## config.mk

```make
export PLATFORM = sky130hd
export DESIGN_NAME = config_seq
export DESIGN_NICKNAME = d
export VERILOG_FILES = /design/src/rtl/config_seq.sv
export SDC_FILE = /design/constraint.sdc
export NUM_CORES = 1
export LEC_CHECK = 0
export BUFFER_PORTS_ARGS = -buffer_cell sky130_fd_sc_hd__buf_2
export CAP_MARGIN = 20
export CORE_UTILIZATION = 25
export DETAILED_ROUTE_END_ITERATION = 10
export HOLD_SLACK_MARGIN = 0.03
export PLACE_DENSITY_LB_ADDON = 0.08
export SKIP_CTS_REPAIR_TIMING = 1
export SLEW_MARGIN = 20
export SYNTH_ARGS = -nofsm -noshare
export SYNTH_HDL_FRONTEND = slang
export SYNTH_SLANG_ARGS = --single-unit
```

## constraint.sdc

```tcl
create_clock -name clk_in -period 3 [get_ports clk_in]
set_input_delay 0.15 -clock clk_in [delete_from_list [all_inputs] [get_ports clk_in]]
set_output_delay 0.15 -clock clk_in [all_outputs]
set_load 0.01 [all_outputs]
```

## src/rtl/config_seq.sv

```systemverilog
// -----------------------------------------------------------------------------
// config_seq
//   Two-requester write sequencer for a 16x4 configuration register file.
//   A granted burst of 1..8 nibbles is emitted one nibble per cycle on
//   cfg_data_out as {address, nibble}, with the address incrementing mod 16.
//   Arbitration between simultaneous requesters alternates, starting with req0.
//
// Ports
//   clk_in                      clock, rising edge
//   rstn_in                     asynchronous active-low reset
//   reqN_valid_in               requester N has a pending burst
//   reqN_ready_out              burst accepted when valid & ready on an edge
//   reqN_addr_in  [3:0]         start register address
//   reqN_len_in   [2:0]         nibble count minus one
//   reqN_data_in  [31:0]        payload, nibble k = bits [4k+3:4k]
//   cfg_data_out  [7:0]         registered {address, nibble} write word
//   busy_out                    high while writing and in the done cycle
//   done_out                    one-cycle pulse on burst completion
//   grant_out                   requester index of current / last burst
//
// Configuration
//   CONFIG_SEQ_SHADOW_EN        adds a 16x4 shadow copy of every emitted
//                               nibble, read combinationally through
//                               shadow_addr_in [3:0] -> shadow_data_out [3:0]
// -----------------------------------------------------------------------------
module config_seq (
   input  logic        clk_in,
   input  logic        rstn_in,
   input  logic        req0_valid_in,
   input  logic        req1_valid_in,
   output logic        req0_ready_out,
   output logic        req1_ready_out,
   input  logic [3:0]  req0_addr_in,
   input  logic [3:0]  req1_addr_in,
   input  logic [2:0]  req0_len_in,
   input  logic [2:0]  req1_len_in,
   input  logic [31:0] req0_data_in,
   input  logic [31:0] req1_data_in,
   output logic [7:0]  cfg_data_out,
   output logic        busy_out,
   output logic        done_out,
   output logic        grant_out
`ifdef CONFIG_SEQ_SHADOW_EN
   ,
   input  logic [3:0]  shadow_addr_in,
   output logic [3:0]  shadow_data_out
`endif
);

   typedef enum logic [1:0] {ST_IDLE, ST_WRITE, ST_DONE} state_t;

   state_t      r_state;
   logic        r_last;      // requester served by the most recent burst
   logic [3:0]  r_addr;      // address of the word currently on cfg_data_out
   logic [2:0]  r_cnt;       // nibbles still to emit after the current one
   logic [27:0] r_data;      // remaining nibbles, next one in [3:0]

   logic        w_idle;
   logic        w_grant_idx;
   logic        w_accept;
   logic [3:0]  w_sel_addr;
   logic [2:0]  w_sel_len;
   logic [31:0] w_sel_data;
   logic        w_emit;
   logic [3:0]  w_emit_addr;
   logic [3:0]  w_emit_nib;

   // Tie goes to the requester not served last; otherwise whoever is valid.
   assign w_idle      = (r_state == ST_IDLE);
   assign w_grant_idx = (req0_valid_in && req1_valid_in) ? ~r_last : req1_valid_in;
   assign w_accept    = w_idle && (req0_valid_in || req1_valid_in);

   assign req0_ready_out = w_accept && !w_grant_idx;
   assign req1_ready_out = w_accept &&  w_grant_idx;

   assign w_sel_addr = w_grant_idx ? req1_addr_in : req0_addr_in;
   assign w_sel_len  = w_grant_idx ? req1_len_in  : req0_len_in;
   assign w_sel_data = w_grant_idx ? req1_data_in : req0_data_in;

   // Word driven onto cfg_data_out at the coming edge: first nibble on
   // acceptance, following nibbles while more remain in WRITE.
   // NOTE: every signal written here gets a default first, so no latch is inferred.
   always_comb begin
      w_emit      = 1'b0;
      w_emit_addr = r_addr;
      w_emit_nib  = r_data[3:0];
      if (w_accept) begin
         w_emit      = 1'b1;
         w_emit_addr = w_sel_addr;
         w_emit_nib  = w_sel_data[3:0];
      end else if (r_state == ST_WRITE && r_cnt != 3'd0) begin
         w_emit      = 1'b1;
         w_emit_addr = r_addr + 4'd1;
         w_emit_nib  = r_data[3:0];
      end
   end

   // NOTE: state uses non-blocking assignments so every register samples pre-edge values.
   always_ff @(posedge clk_in or negedge rstn_in) begin
      if (!rstn_in) begin
         r_state      <= ST_IDLE;
         r_last       <= 1'b1;
         r_addr       <= 4'h0;
         r_cnt        <= 3'd0;
         r_data       <= 28'h0;
         cfg_data_out <= 8'h00;
         busy_out     <= 1'b0;
         done_out     <= 1'b0;
         grant_out    <= 1'b0;
      end else begin
         if (w_emit) begin
            cfg_data_out <= {w_emit_addr, w_emit_nib};
         end
         case (r_state)
            ST_IDLE: begin
               done_out <= 1'b0;
               if (w_accept) begin
                  r_addr    <= w_sel_addr;
                  r_cnt     <= w_sel_len;
                  r_data    <= w_sel_data[31:4];
                  grant_out <= w_grant_idx;
                  r_last    <= w_grant_idx;
                  busy_out  <= 1'b1;
                  r_state   <= ST_WRITE;
               end
            end
            ST_WRITE: begin
               if (r_cnt == 3'd0) begin
                  done_out <= 1'b1;
                  r_state  <= ST_DONE;
               end else begin
                  r_cnt  <= r_cnt - 3'd1;
                  r_addr <= w_emit_addr;
                  r_data <= {4'h0, r_data[27:4]};
               end
            end
            ST_DONE: begin
               done_out <= 1'b0;
               busy_out <= 1'b0;
               r_state  <= ST_IDLE;
            end
            default: begin
               r_state <= ST_IDLE;
            end
         endcase
      end
   end

`ifdef CONFIG_SEQ_SHADOW_EN
   logic [3:0] r_shadow [16];

   // NOTE: this small array is reset so it reads all-zero before any write.
   always_ff @(posedge clk_in or negedge rstn_in) begin
      if (!rstn_in) begin
         for (int i = 0; i < 16; i++) begin
            r_shadow[i] <= 4'h0;
         end
      end else if (w_emit) begin
         r_shadow[w_emit_addr] <= w_emit_nib;
      end
   end

   assign shadow_data_out = r_shadow[shadow_addr_in];
`endif

endmodule

```

==> metrics.cfg <==
[run_status]
outcome = finished clean

[worst_setup_path]
critPathArrivalTime_ns = 2.33
path_common_cell = ha_1
cp_num_buf_inv = 1
cpPeakStageDelay_ns = 0.73
cp_top_family = simple AND/OR/NAND/NOR gates
crit_type = register to register
crit_slowest_cell = nor3b_1
cp-end-kind = register
crit_fanout = 6
r2r_start = r_cnt[0]$_DFFE_PN0P_
crit_chain = inv_1, ha_1, ha_1, nor3b_1, nand2_1, xor2_1, o21ai_0
setup.worst_path.start_class = register
required_ns = 3.23
setup.worst_path.start = r_cnt[0]$_DFFE_PN0P_

[die]
top_level_ports = 95
rows = 37
die_area_mm2 = 0.0114
core_area_mm2 = 0.0105
die_h_um = 107
fp.dieW_um = 107
initial_utilization_pct = 26.2

[timing]
rsz0062_at_grt = false
fin_crit_sh_pct = 69.9
worstMarginPinSlew_ns = 0.970
hold_slack_ns = 0.0733
relSlewSlack_pct = 34.7
period_minus_slack_ns = 2.10
drv_slew = 0
setup_tns_ns = 0
setup_violations = 0
skew_ns = 0.0106
max_freq_ghz = 0.477
hold_viol = 0

[logic_synthesis]
netlist_area_mm2 = 0.00276
ys_ff_latch = 49
avgSynthCellArea_um2 = 10.2
synth_edf_count = 0
synth_cell_types = 41
synth-main-ff-cell = dfrtp_1
yosysTopAreaCell = dfrtp_1
netlist_instances = 271
synth_nets = 356
async_flop_share_pct = 100
synthTopCellsByArea = dfrtp_1, mux2i_1, a21o_1, a221oi_1, nand2_1
synth-seq-area-share_pct = 44.6
synth_top_area_share_pct = 43.6
ys_warn_count = 0

[layout]
num-fill-cells = 1097
area_growth_pct = 26.9
stdcell_area_mm2 = 0.00350
multiInputGateArea_mm2 = 0.00138
fin_util_pct = 33.3
layout-drive-gt1-share_pct = 33.1
ff_latch_area_mm2 = 0.00123
nets = 447
n_antenna_cell = 0

[place]
place_area_mm2 = 0.00337
dp_hpwl_um = 5620
gp_congestion = 0.738
port_buffers = 94

[detailed_routing]
route.met3.wl_um = 313
wirelength_um = 7830
routed_via_density = 4.83
wl_met2_um = 3600
drt_first_pass_iters = 4
wire_per_inst_um = 15.7
wl_met1_um = 3840
num_vias = 2410
top_layer = met4
first_iter_violations = 108
drc = 0
ant_nets = 0

[run]
cap_violations = 0

[pwr]
irDropWorstVdd_uv = 494
power.density_mw_per_mm2 = 1060
leakage_uw = 0.00176

[clock_tree]
cts_sinks = 49
clkSlewWorstSetupHoldPaths_ns = 0.09
cts.path.max_buffers = 2
insertion_delay_ns = 0.30
cts_tree = yes
clockRootBuffer = clkbuf_8
htree_num_levels = 2
cts_buffers = 5

[global_routing]
grt_max_degree = 37
grt_pass1_vias = 2545
antenna_found_initial = 0
grt-ovfl-total = 0
grtUsageTotal_pct = 14.5
grt_pass1_wl_um = 12900

[hold_path]
hold_path.class = input pin to register
hp-start = req0_data_in[3]

-- cells in the mapped netlist, types with 2 or more instances --
cell / n
a221oi_1: 24
nand2b_1: 2
xnor2_1: 3
a32o_1: 2
a21oi_1: 6
o21ai_0: 16
inv_1: 4
clkbuf_1: 8
mux2_2: 2
buf_2: 8
buf_12: 2
nand2_1: 41
and3_1: 2
a31oi_1: 4
buf_6: 2
xor2_1: 2
mux2i_1: 32
dfrtp_1: 48
ha_1: 3
nor2b_1: 2
a21o_1: 29
nor2_1: 10
-- metal layers --
| metal | vias up | GRT usage [%] |
|---|---|---|
| met1 | 1171 | 20.1 |
| met4 | 0 | 3.82 |
| met2 | 60 | 23.5 |
| met5 | - | 0 |
| li1 | 1173 | - |
| met3 | 6 | 2.13 |
-- power by group --
group	internal, µW	switching [µW]	total (µW)
logic	888	1060	1950
clock network	272	226	498
registers	1020	230	1250
-- cell families (layout without fill, tap and decap cells) --
family	after synthesis	after routing	synth area share, %
AOI/OAI and AO/OA	90	90	24.0
xor gates and xnor gates	5	5	1.59
adders and majority gates	3	3	1.36
buffers and inverters	27	119	5.90
DFF	49	49	44.6
muxes	34	34	12.4
and+or+nand+nor	63	63	10.2
-- cell usage in the layout, fill, tap and decap left out, types with 3 or more instances in the layout --
master	n
buf_2	94
a221oi_1	24
nor2_1	10
buf_4	8
ha_1	3
dfrtp_1	48
clkbuf_8	6
xnor2_1	3
a21o_1	29
mux2i_1	32
inv_1	4
a31oi_1	4
a21oi_1	6
o21ai_0	16
nand2_1	41
-- area by class of cell --
| type | count | share of cell area, % |
|---|---|---|
| Multi-Input combinational cell | 195 | 39.4 |
| Inverter | 6 | 0.644 |
| Clock inverter | 1 | 0.859 |
| Timing Repair Buffer | 105 | 16.6 |
| Tap cell | 136 | 4.87 |
| Clock buffer | 7 | 2.47 |
| Sequential cell | 49 | 35.1 |
-- per-stage QoR --
stage               total power (µW)  worst slack (ns)  instances
floorplan                       2650              1.27        271
global placement                3220             0.930        490
detailed placement              3250             0.879        490
CTS                             3760             0.854        498
global route                    4040             0.695        499
finish                          3700             0.903        499
-- flip-flops by register name (all words and copies together), names as in the netlist --
name / cells
busy_out: 1
cfg_data_out: 8
done_out: 1
grant_out: 1
r_addr: 4
r_cnt: 3
r_data: 28
r_last: 1
r_state: 2
-- final timing paths --
path,to,slack (ns),cells after the start
max,r_addr[2]$_DFFE_PN0P_,0.90,7
min,cfg_data_out[3]$_DFFE_PN0P_,0.07,3
max reg2reg,r_addr[2]$_DFFE_PN0P_,0.90,7
min reg2reg,r_cnt[0]$_DFFE_PN0P_,0.48,1
max in group asynchronous,r_last$_DFFE_PN1P_,1.75,3
min in group asynchronous,r_data[19]$_DFFE_PN0P_,0.50,2
-- tightest hold or removal path, delay by kind of cell --
family,cells,cell delay (ns)
AO/OA/AOI/OAI,1,0.06
AND/OR/NAND/NOR,1,0.04
buffers and inverters,1,0.09
(Power assumes the default switching activity.)
